### src/rtl/mem_pkg.sv
// Shared definitions for the memory access unit: access sizes, FSM states and
// the alignment rule.
package mem_pkg;
    localparam int BYTE_LANES = 4;

    localparam logic [1:0] SIZE_B = 2'd0;
    localparam logic [1:0] SIZE_H = 2'd1;
    localparam logic [1:0] SIZE_W = 2'd2;

    typedef enum logic [2:0] {IDLE, RD, EXT, WR, RMW_RD, RMW_WR, ERR} state_e;

    // Size 3 has no legal alignment, so it always reports as misaligned.
    function automatic logic is_misaligned(input logic [1:0] size, input logic [1:0] off);
        case (size)
            SIZE_B:  return 1'b0;
            SIZE_H:  return off[0];
            SIZE_W:  return off != 2'd0;
            default: return 1'b1;
        endcase
    endfunction
endpackage

### src/rtl/mem_lane_align.sv
// Byte-lane steering: load extract/extend and sub-word store merge for a
// little-endian 32-bit word.
module mem_lane_align
    import mem_pkg::*;
(
    input  logic [1:0]  off,
    input  logic [1:0]  size,
    input  logic        uns,
    input  logic [31:0] word,
    input  logic [31:0] wdata,
    output logic [31:0] load_data,
    output logic [31:0] merged
);
    logic [7:0]  lane_b;
    logic [15:0] lane_h;

    always_comb begin
        lane_b = word[8*off +: 8];
        lane_h = off[1] ? word[31:16] : word[15:0];
        case (size)
            SIZE_B:  load_data = uns ? {24'd0, lane_b} : {{24{lane_b[7]}}, lane_b};
            SIZE_H:  load_data = uns ? {16'd0, lane_h} : {{16{lane_h[15]}}, lane_h};
            default: load_data = word;
        endcase

        merged = word;
        for (int i = 0; i < BYTE_LANES; i++) begin
            if (size == SIZE_B && off == i[1:0])
                merged[8*i +: 8] = wdata[7:0];
            if (size == SIZE_H && off[1] == i[1])
                merged[8*i +: 8] = wdata[8*(i%2) +: 8];
        end
    end
endmodule

### src/rtl/mem_access_unit.sv
// Load/store front end for a word-wide synchronous memory; sub-word stores use
// read-modify-write.
module mem_access_unit
    import mem_pkg::*;
#(
    parameter int ADDR_WIDTH = 32,
    parameter int DATA_WIDTH = 32
) (
    input  logic                  clk,
    input  logic                  rst,
    input  logic                  req_valid,
    output logic                  req_ready,
    input  logic                  req_we,
    input  logic [1:0]            req_size,
    input  logic                  req_unsigned,
    input  logic [ADDR_WIDTH-1:0] req_addr,
    input  logic [DATA_WIDTH-1:0] req_wdata,
    output logic                  resp_valid,
    output logic [DATA_WIDTH-1:0] resp_rdata,
    output logic                  resp_err,
    output logic                  mem_we,
    output logic [ADDR_WIDTH-1:0] mem_ra,
    output logic [ADDR_WIDTH-1:0] mem_wa,
    output logic [DATA_WIDTH-1:0] mem_wd,
    input  logic [DATA_WIDTH-1:0] mem_rd
);
    typedef struct packed {
        logic [1:0]            size;
        logic                  uns;
        logic [1:0]            off;
        logic [DATA_WIDTH-1:0] wdata;
    } req_t;

    state_e                state_q, state_d;
    req_t                  req_q, req_d;
    logic [ADDR_WIDTH-1:0] mem_ra_q, mem_ra_d, mem_wa_q, mem_wa_d, word_addr;
    logic [DATA_WIDTH-1:0] mem_wd_q, mem_wd_d, resp_rdata_q, resp_rdata_d;
    logic                  resp_valid_q, resp_valid_d, resp_err_q, resp_err_d;
    logic [DATA_WIDTH-1:0] load_data, merged;

    mem_lane_align u_align (
        .off       (req_q.off),
        .size      (req_q.size),
        .uns       (req_q.uns),
        .word      (mem_rd),
        .wdata     (req_q.wdata),
        .load_data (load_data),
        .merged    (merged)
    );

    assign word_addr = {2'b00, req_addr[ADDR_WIDTH-1:2]};

    // Every terminal state responds on the way back to IDLE; misaligned
    // requests respond straight from IDLE, so ERR is never occupied.
    always_comb begin
        state_d      = state_q;
        req_d        = req_q;
        mem_ra_d     = mem_ra_q;
        mem_wa_d     = mem_wa_q;
        mem_wd_d     = mem_wd_q;
        resp_valid_d = 1'b0;
        resp_err_d   = 1'b0;
        resp_rdata_d = '0;
        case (state_q)
            IDLE: begin
                if (req_valid) begin
                    req_d = '{size: req_size, uns: req_unsigned, off: req_addr[1:0],
                              wdata: req_wdata};
                    if (is_misaligned(req_size, req_addr[1:0])) begin
                        resp_valid_d = 1'b1;
                        resp_err_d   = 1'b1;
                    end else if (!req_we) begin
                        mem_ra_d = word_addr;
                        state_d  = RD;
                    end else if (req_size == SIZE_W) begin
                        mem_wa_d = word_addr;
                        mem_wd_d = req_wdata;
                        state_d  = WR;
                    end else begin
                        mem_ra_d = word_addr;
                        mem_wa_d = word_addr;
                        state_d  = RMW_RD;
                    end
                end
            end
            RD:     state_d = EXT;
            EXT: begin
                resp_valid_d = 1'b1;
                resp_rdata_d = load_data;
                state_d      = IDLE;
            end
            WR: begin
                resp_valid_d = 1'b1;
                state_d      = IDLE;
            end
            RMW_RD: state_d = RMW_WR;
            RMW_WR: begin
                mem_wd_d     = merged;
                resp_valid_d = 1'b1;
                state_d      = IDLE;
            end
            default: state_d = IDLE;
        endcase
    end

    always_ff @(posedge clk or negedge rst) begin
        if (!rst) begin
            state_q      <= IDLE;
            req_q        <= '0;
            mem_ra_q     <= '0;
            mem_wa_q     <= '0;
            mem_wd_q     <= '0;
            resp_valid_q <= 1'b0;
            resp_err_q   <= 1'b0;
            resp_rdata_q <= '0;
        end else begin
            state_q      <= state_d;
            req_q        <= req_d;
            mem_ra_q     <= mem_ra_d;
            mem_wa_q     <= mem_wa_d;
            mem_wd_q     <= mem_wd_d;
            resp_valid_q <= resp_valid_d;
            resp_err_q   <= resp_err_d;
            resp_rdata_q <= resp_rdata_d;
        end
    end

    // Write enable is decoded from state so reset removes it immediately.
    assign mem_we     = (state_q == WR) || (state_q == RMW_WR);
    assign mem_wd     = (state_q == RMW_WR) ? merged : mem_wd_q;
    assign mem_ra     = mem_ra_q;
    assign mem_wa     = mem_wa_q;
    assign req_ready  = (state_q == IDLE);
    assign resp_valid = resp_valid_q;
    assign resp_err   = resp_err_q;
    assign resp_rdata = resp_rdata_q;
endmodule
### config.mk
export PLATFORM = sky130hd
export DESIGN_NAME = mem_access_unit
export DESIGN_NICKNAME = d
export VERILOG_FILES = /design/src/rtl/mem_pkg.sv /design/src/rtl/mem_lane_align.sv /design/src/rtl/mem_access_unit.sv
export SDC_FILE = /design/constraint.sdc
export NUM_CORES = 1
export LEC_CHECK = 0
export ABC_CLOCK_PERIOD_IN_PS = 1900
export BUFFER_PORTS_ARGS = -buffer_cell sky130_fd_sc_hd__buf_4
export CAP_MARGIN = 30
export CORE_MARGIN = 4
export CORE_UTILIZATION = 40
export DETAILED_ROUTE_END_ITERATION = 8
export GPL_ROUTABILITY_DRIVEN = 1
export PLACE_DENSITY = 0.75
export SYNTH_ARGS = -nofsm -noshare
export SYNTH_HDL_FRONTEND = slang
export SYNTH_SLANG_ARGS = --single-unit
export TNS_END_PERCENT = 1
### constraint.sdc
create_clock -name clk -period 1.9 [get_ports clk]
set_input_delay 0.095 -clock clk [delete_from_list [all_inputs] [get_ports clk]]
set_output_delay 0.095 -clock clk [all_outputs]
set_load 0.02 [all_outputs]
=== Word-level counts from Yosys, hierarchy flattened ===
Cells that the tools add are included.

* Mux-type cells: 33
* Shifts and indexed selects: 1
* Equal/unequal tests: 16
* Reductions and logical operators: 19
* Bitwise operators: 2

{| class="wikitable"
|+ Operators with widths
! kind !! number
|-
| 2-to-1 mux 32 bit || 10
|-
| case mux 32 bit (2 select lines) || 2
|-
| 2-to-1 mux 8 bit || 8
|-
| variable part select 32 x 6 -> 8 bit || 1
|-
| 2-to-1 mux 16 bit || 1
|-
| 2-to-1 mux 3 bit || 4
|-
| case mux 3 bit (3 select lines) || 1
|-
| AND reduction 4 bit || 2
|-
| equality test 2 x 1 -> 1 bit, second input constant || 3
|-
| equality test 2 bit, second input constant || 3
|-
| equality test 3 x 2 -> 1 bit, second input constant || 2
|-
| equality test 3 bit, second input constant || 2
|-
| logical AND 1 bit || 6
|-
| logical NOT 2 bit || 3
|-
| != test 2 bit, second input constant || 3
|-
| 2-to-1 mux 1 bit || 5
|-
| AND reduction 5 bit || 1
|-
| != test 2 x 1 -> 1 bit, second input constant || 2
|-
| AND reduction 2 bit || 2
|-
| nonzero test 2 bit || 2
|-
| equality test 3 x 1 -> 1 bit, second input constant || 1
|-
| logical NOT 3 bit || 1
|-
| case mux 1 bit (3 select lines) || 1
|-
| OR reduction 3 bit || 1
|-
| 3 further kinds || 4
|}

* Output and inout bits: 132
* Bits of input ports: 103
* Bits in registers: 152
* Logic and storage cells: 82

=== Depth between registers and ports, before layout ===
Gate-level depths: netlist (run 1).

* Word-level depth: 7
* Depth in mapped cells: 7

=== Cells and area by module ===
A second synthesis (run 1) with hierarchy kept.

* Cell total of the unflattened synthesis: 721
* Area, all modules: 8169.1 µm²

{| class="wikitable"
|+ By module, submodules not included
! module !! area an instance (µm²) !! times used !! sequential area each (µm²) !! cells each
|-
| mem_access_unit || 6961.7 || 1 || 4154.0 || 551
|-
| mem_lane_align || 1207.4 || 1 || 0.0 || 170
|}

=== Worst setup path after synthesis (run 1) ===
No wires, ideal clock.

* Path type: register to register
* Start: register state_q[2]
* End: register mem_wa_q[0], in the netlist mem_wa[0]
* Buffers on the path: 2
* Setup slack: 0.146 ns
* Arrival time: 1.629 ns
* Clock period less this slack: 1.754 ns
* Stages on the path, launching flop included: 7
* Path through: dfrtp_1 > buf_2 > nor2b_2 > nor3b_4 > nand3_2 > buf_6 > mux2_4

* Longest elaborated chain between the ends: 2

{| class="wikitable"
|+ RTL lines
! what !! RTL line !! RTL
|-
| start, declared || mem_access_unit.sv:34 || <nowiki>state_e state_q, state_d;</nowiki>
|-
| start signal, assigned || mem_access_unit.sv:117 || <nowiki>state_q <= state_d;</nowiki>
|-
| logical NOT 3 bit || mem_access_unit.sv:64 || <nowiki>case (state_q)</nowiki>
|-
| AND reduction 4 bit (no line) || n/a ||
|-
| end signal, assigned || mem_access_unit.sv:120 || <nowiki>mem_wa_q <= mem_wa_d;</nowiki>
|-
| end, declared || mem_access_unit.sv:36 || <nowiki>logic [ADDR_WIDTH-1:0] mem_ra_q, mem_ra_d, mem_wa_q, mem_wa_d, word_addr;</nowiki>
|}

No other way between the ends.
A chain may end at the register's enable or synchronous reset.

=== Final worst setup path (run 1) ===
* Start: register req_q[36] (netlist name)
* End: output mem_wd[28]

* Longest elaborated chain between the ends: 5
* Elaborated cells between the ends (all ways): 7
* Those cells by class: eq/ne (1); mux (3); reduce/logical (3)

{| class="wikitable"
|+ RTL lines
! what !! RTL line !! RTL
|-
| start, declared || mem_access_unit.sv:35 || <nowiki>req_t req_q, req_d;</nowiki>
|-
| start signal, assigned || mem_access_unit.sv:118 || <nowiki>req_q <= req_d;</nowiki>
|-
| logical NOT 2 bit || mem_lane_align.sv:28 || <nowiki>if (size == SIZE_B && off == i[1:0])</nowiki>
|-
| logical AND 1 bit || mem_lane_align.sv:28 ||
|-
| 2-to-1 mux 8 bit || mem_lane_align.sv:28 ||
|-
| 2-to-1 mux 8 bit (*) || mem_lane_align.sv:30 || <nowiki>if (size == SIZE_H && off[1] == i[1])</nowiki>
|-
| 2-to-1 mux 32 bit (*) || mem_access_unit.sv:130 || <nowiki>assign mem_wd = (state_q == RMW_WR) ? merged : mem_wd_q;</nowiki>
|-
| end, declared || mem_access_unit.sv:24 || <nowiki>output logic [DATA_WIDTH-1:0] mem_wd,</nowiki>
|}

Mark *: on every way between the ends. The rest lies on a longest branch, timed or not.

==> flow_metrics.tcl, run 1 <==
set metrics [dict create \
    status "complete, but fails checks" \
    violations "negative setup slack" \
    crit_family "buffers and inverters" \
    yosys.area_share.adder 0 \
    critPathMaxStageDelay_ns 0.43 \
    drt_iter0_markers 756 \
    timing.rr.start "req_q[32]" \
    ir_drop_mv 1.001 \
    grt_pass1_vias 6929 \
    cpMaxStageDelayCell "dfrtp_1" \
    synth_compound_area_frac 0.1854 \
    slew_headroom 0.6394 \
    first_pass_iters 7 \
    netlist_area_sq_mm 0.007388 \
    yosys.area_share.simple 0.1196 \
    antenna_found_initial 0 \
    cts_buffer_depth 2 \
    skew_ns 0.01009 \
    async_reset_ff_frac 1.000 \
    r2r_slack_ns 0.08 \
    cts_tree "yes" \
    post-route-period-util 1.107 \
    overflow 0 \
    drive_above_1_share 0.4436 \
    place_congestion 0.8419 \
    critical_path.endpoint "mem_wd[28]" \
    cp-startpoint "req_q[36]" \
    wl_microns 25380 \
    dpl_cell_area_sq_mm 0.009517 \
    die_w_microns 143.9 \
    worstPathMaxFanout 8 \
    leakagePower_nw 5.515 \
    syn_avg_cell_area_sq_um 10.88 \
    worst-path-stages 7 \
    grt_use_total 0.2379 \
    synth_top_family_by_area "compound AO/OA/AOI/OAI gates" \
    ys.flop_type "dfrtp_1" \
    worst_setup_path_start_kind "register" \
    cts_made_buffers 17 \
    die_area_sq_mm 0.02071 \
    grt_setup_unrepaired "yes" \
    ctsRootBufferMaster "clkbuf_16" \
    r2r_end "resp_rdata[21]" \
    postLayoutCellArea_sq_mm 0.01150 \
    ff2ff_path_depth 4 \
    critical_path_buf_inv_count 3 \
    wl_per_cell_microns 20.18 \
    rows 49 \
    crit_chain "and2b_2 > buf_6 > o21ai_4 > a221oi_4 > buf_4 > a21o_1 > buf_6" \
    nNetsFinal 1118 \
    crit_arrival_ns 2.01 \
    drc 0 \
    start_util 0.4085 \
    cp.required_ns 1.80 \
    ys_seq_elements 150 \
    yosysUniqueCellTypes 57 \
    powerDensity_mw_per_mm2 1664 \
    nFillCells 1368 \
    clock_sinks 150 \
    hold_viol_final 0 \
    maxCapViolations 0 \
    synth_edf_count 0 \
    port_buffers 230 \
    final_core_util 0.6360 \
    die_h_microns 143.9 \
    ios 235 \
    criticalPathCategory "register to output port" \
    finalSetupTns_ns -4.302 \
    crit_top_cell "buf_6" \
    cts.clk_slew.worst_paths_ns 0.06 \
    hp-class "input pin to register" \
    avgViaCountPerCell 5.551 \
    netlist_instances 679 \
    tightest_slew_ns 0.5390 \
    ys_seq_area_frac 0.5080 \
    clk_latency_ns 0.42 \
    setup_ws_ns -0.2034 \
    yosys.area_share.xor_xnor 0.001185 \
    grt_pass1_wl_microns 38470 \
    area_delta_synth_final_pct 55.70 \
    muxShareOfSynthArea 0.1358 \
    core_sq_mm 0.01809 \
    dp_hpwl_microns 16880 \
    end_kind "output port" \
    maxSlewViolCount 0 \
    grt_max_degree 49 \
    num_vias 6983 \
    min_period_ns 2.103 \
    clock.fmax_mhz 475.4 \
    yosysWarnings 0 \
    ant_nets 0 \
    setup_viol 32 \
    cts_max_level 4 \
]
layer usage:
metal,wire [microns],vias to the layer above,share of wire,GRT usage
li1,-,3124,-,-
met1,9866,3372,0.39,0.3112
met2,12690,410,0.50,0.3907
met3,1965,77,0.077,0.04160
met4,858,0,0.034,0.09960
met5,0,-,0,0
synthesized netlist by cell type, types with 2 or more instances:
master     count  area (sq um)
a211o_1        9         78.83
a211oi_1      24         180.2
a21o_1        10         75.07
a21oi_1       14         70.07
a221oi_1       9         78.83
a22oi_1        7         52.55
a2bb2oi_1      8         70.07
a31oi_1        2         12.51
and2_1         3         18.77
and3_1        22         137.6
and3b_1        2         17.52
buf_1          3         11.26
buf_2         15         75.07
buf_4          8         60.06
buf_6          6         67.56
clkbuf_1      24         90.09
dfrtp_1      150          3754
inv_1         15         56.30
mux2_2        39         439.2
mux2_4        30         450.4
mux2i_1        8         80.08
nand2_1       70         262.8
nand2b_1      12         75.07
nor2_1        58         217.7
nor3_1         8         40.04
nor3_2         2         20.02
o21a_1         8         60.06
o21ai_0       41         205.2
o221ai_1       8         70.07
o22a_1         8         70.07
o22ai_1        8         50.05
o31ai_1       16         120.1
o32a_1         8         80.08
layout make-up:
type,count,area (sq um),share of cell area
diodes,1,2.502,0.0002175
flip-flops and latches,150,3757,0.3266
repair buffers,368,3129,0.2720
well taps,229,286.5,0.02491
multi-input cells,463,3674,0.3193
inverters,15,56.30,0.004895
clock buffers,19,452.9,0.03937
clock inverters,13,145.1,0.01262
power by group:
group	leakage, nW	internal (mW)	total (mW)	switching, mW
clock	0.287	2.02	3.45	1.42
sequential	1.85	4.61	5.54	0.931
combinational	3.38	4.60	10.2	5.55
total	5.52	11.2	19.1	7.91
through the flow:
stage	setup WS, ns	power (mW)	hold slack, ns	cells
floorplan	0.1458	10.79	-0.2006	682
global placement	-0.02249	14.19	0.04637	1127
detailed placement	-0.03960	14.44	0.04870	1128
CTS	-0.1477	18.78	0.001462	1256
global route	-0.2678	20.07	0.007671	1257
finish	-0.2034	19.14	0.007411	1258
flip-flops by register name, indices dropped and copies added (netlist names):
name / count
resp_err: 1
mem_wa: 30
resp_rdata: 32
mem_ra: 30
mem_wd_q: 32
resp_valid: 1
req_q: 21
state_q: 3
cell usage in the layout (no fill, tap or decap), types with 5 or more instances in the layout:
| cell type | Yosys | final |
|---|---|---|
| nor2_1 | 58 | 56 |
| a211oi_4 | 0 | 5 |
| a211oi_2 | 0 | 11 |
| and3_1 | 22 | 21 |
| buf_4 | 8 | 262 |
| mux2i_1 | 8 | 8 |
| o32a_1 | 8 | 8 |
| a21oi_1 | 14 | 14 |
| nand2_1 | 70 | 68 |
| o22a_1 | 8 | 8 |
| buf_12 | 0 | 8 |
| buf_6 | 6 | 13 |
| o31ai_1 | 16 | 16 |
| a21o_1 | 10 | 10 |
| dlygate4sd3_1 | 0 | 84 |
| mux2_2 | 39 | 39 |
| mux2_4 | 30 | 30 |
| inv_1 | 15 | 13 |
| a22oi_1 | 7 | 7 |
| o22ai_1 | 8 | 7 |
| o21a_1 | 8 | 8 |
| clkbuf_16 | 0 | 17 |
| nor3_1 | 8 | 7 |
| a211oi_1 | 24 | 8 |
| o221ai_2 | 0 | 8 |
| a2bb2oi_1 | 8 | 8 |
| nand2b_1 | 12 | 8 |
| o21ai_0 | 41 | 34 |
| a211o_1 | 9 | 9 |
| o21ai_1 | 1 | 5 |
| dfrtp_1 | 150 | 147 |
tightest hold or removal path: stages:
cell	delay [ns]
buf_4	0.08
a211o_1	0.10
o22a_1	0.12
how the worst min path moves through the flow:
| stage | start | end | slack [ns] | cells after the start |
|---|---|---|---|---|
| 2_1_floorplan | rst | mem_ra[0] | -0.20 | 0 |
| 3_3_place_gp | rst | req_q[10] | 0.05 | 1 |
| 3_5_place_dp | rst | req_q[10] | 0.05 | 1 |
| 4_1_cts | req_wdata[31] | mem_wd_q[31] | 0.001 | 3 |
| 5_1_grt | req_wdata[28] | mem_wd_q[28] | 0.008 | 3 |
| 6_report | req_wdata[31] | mem_wd_q[31] | 0.007 | 3 |
cell families after synthesis:
group,count (synthesis)
AOI/OAI and AO/OA,188
xor gates and xnor gates,1
buffers and inverters,72
DFF,150
muxes,79
other,1
and+or+nand+nor,188
repair_timing:
action                                  4_1_cts  5_1_grt
buffers inserted                              8        1
endpoints found under the hold margin       203        0
gates resized for setup                      82       18
pin swaps                                    12        3
hold buffers                                 84        0
cloned                                        4        0
endpoints found under the setup margin       48       56
Power figures use the tool's default switching activity.
==> run 2: changes to the inputs <==
--- a/config.mk
+++ b/config.mk
@@ -13,6 +13,7 @@
 export DETAILED_ROUTE_END_ITERATION = 8
 export GPL_ROUTABILITY_DRIVEN = 1
 export PLACE_DENSITY = 0.75
+export SKIP_LAST_GASP = 1
 export SYNTH_ARGS = -nofsm -noshare
 export SYNTH_HDL_FRONTEND = slang
 export SYNTH_SLANG_ARGS = --single-unit
==> run 2 against run 1 <==
The flow still finishes with violations (negative setup slack). Critical path depth is 1 lower. Die area stayed put. First-iteration DRC count up 5.3%. Sequential cell count did not move. Combinational power about the same. Final area down 0.80%. Power down 1.1%. Worst setup slack got worse by 0.0056 ns. Critical path type unchanged. Largest cell class unchanged.
==> flow_metrics.tcl, run 2 (same netlist as run 1, synthesis figures left out) <==
set metrics [dict create \
    status "complete, but fails checks" \
    violations "negative setup slack" \
    r2r_slack_ns -0.08 \
    dp_hpwl_microns 16880 \
    grt_pass1_wl_microns 38330 \
    rows 49 \
    ctsRootBufferMaster "clkbuf_16" \
    first_pass_iters 5 \
    pwr-share-seq 0.292 \
    core_sq_mm 0.01809 \
    setup_ws_ns -0.2090 \
    power_switching_mw 7.791 \
    maxSlewViolCount 0 \
    critical_path.endpoint "mem_wd[15]" \
    hold_viol_final 0 \
    crit_arrival_ns 2.01 \
    worst-path-stages 6 \
    setup_viol 48 \
    cts_made_buffers 17 \
    swShare 0.4116 \
    drt_iter0_markers 796 \
    cts_tree "yes" \
    ant_nets 0 \
    internal-power_mw 11.14 \
    clock_sinks 150 \
    drc 0 \
    cts.clk_slew.worst_paths_ns 0.06 \
    antenna_found_initial 0 \
    ff2ff_path_depth 5 \
    cts_buffer_depth 2 \
    cp-startpoint "req_q[32]" \
    cp.required_ns 1.80 \
    clock_power_share 0.182 \
    power.total_mw 18.93 \
    grt_setup_unrepaired "yes" \
    port_buffers 230 \
    mostFrequentLayoutCells "buf_4, dfrtp_1, dlygate4sd3_1" \
    cpMaxStageDelayCell "dfrtp_2" \
    nNetsFinal 1118 \
    start_util 0.4085 \
    drive_above_1_share 0.4358 \
    hp-class "input pin to register" \
    tightest_slew_ns 0.5977 \
    timing.rr.start "state_q[2]" \
    min_period_ns 2.109 \
    slew_headroom 0.5989 \
    num_vias 6932 \
    worst_setup_path_start_kind "register" \
    grt_max_degree 49 \
    grt_pass1_vias 6934 \
    maxCapViolations 0 \
    ios 235 \
    criticalPathCategory "register to output port" \
    critPathMaxStageDelay_ns 0.45 \
    ir_drop_mv 0.9936 \
    wl_microns 25210 \
    crit_chain "buf_12 > nand2b_1 > o32a_1 > o221ai_2 > nand2_1 > buf_4" \
    combPwrFrac 0.526 \
    wl_per_cell_microns 20.04 \
    critical_path_buf_inv_count 2 \
    die_w_microns 143.9 \
    crit_family "compound AO/OA/AOI/OAI gates" \
    cts_max_level 4 \
    grt_use_total 0.2370 \
    clk_latency_ns 0.43 \
    die_h_microns 143.9 \
    powerDensity_mw_per_mm2 1659 \
    place_congestion 0.8419 \
    leakagePower_nw 5.496 \
    layout_commonest_cell "buf_4" \
    post-route-period-util 1.110 \
    end_kind "output port" \
    skew_ns 0.01120 \
    r2r_end "mem_wd_q[6]" \
    timing.hold.ws_ns 0.005623 \
    die_area_sq_mm 0.02071 \
    avgViaCountPerCell 5.510 \
    overflow 0 \
    clock.fmax_mhz 474.1 \
    worstPathMaxFanout 25 \
    area_delta_synth_final_pct 54.44 \
]
-- run 2: worst min path at each step --
stage | start | end | slack (ns) | depth (start not counted)
6_report | req_wdata[31] | mem_wd_q[31] | 0.006 | 3
4_1_cts | req_wdata[31] | mem_wd_q[31] | 0.001 | 3
2_1_floorplan | rst | mem_ra[0] | -0.20 | 0
3_3_place_gp | rst | req_q[10] | 0.05 | 1
5_1_grt | req_wdata[28] | mem_wd_q[28] | 0.008 | 3
3_5_place_dp | rst | req_q[10] | 0.05 | 1
-- run 2: area by class of cell --
cell class / instances / area, sq um
Clock buffer: 19 / 452.9
Fill cell: 1384 / 6675
Inverter: 15 / 56.30
Timing Repair Buffer: 368 / 3108
Clock inverter: 13 / 145.1
Tap cell: 229 / 286.5
Multi-Input combinational cell: 463 / 3602
Sequential cell: 150 / 3757
Antenna cell: 1 / 2.502
-- run 2: tightest hold or removal path, stage by stage --
cell and delay (ns):
buf_4 0.08, a211o_1 0.10, o22a_1 0.12
-- run 2: stage by stage --
step	cells	area [sq um]	setup slack, ns	setup TNS (ns)	util
6_report	1258	11410	-0.2090	-5.684	0.6309
2_1_floorplan	682	7400	0.1458	0	-
4_1_cts	1256	11390	-0.1477	-4.458	0.6297
5_1_grt	1257	11410	-0.2687	-10.30	0.6308
3_5_place_dp	1128	9517	-0.03960	-0.1919	0.5262
3_3_place_gp	1127	9505	-0.02249	-0.1646	0.5256
-- run 2: layer usage --
metal	global-route usage	part of all wire	vias up
li1	-	-	3127
met1	0.3093	0.40	3357
met2	0.3900	0.50	375
met3	0.04160	0.072	73
met4	0.09960	0.033	0
met5	0	0	-
-- run 2: what timing repair did --
action,in CTS,in global routing
gates resized for setup,74,5
setup endpoints to repair,48,56
pin swaps,3,0
hold endpoints to repair,203,0
buffers inserted,8,1
cloned,4,0
hold buffers,84,0
-- run 2: power groups by stage --
stage	sequential (mW)	clock [mW]	combinational [mW]
floorplan	6.27	0	4.52
global placement	5.40	0	8.80
detailed placement	5.46	0	8.98
CTS	5.49	3.48	9.78
global route	5.68	3.63	10.5
finish	5.53	3.44	9.96
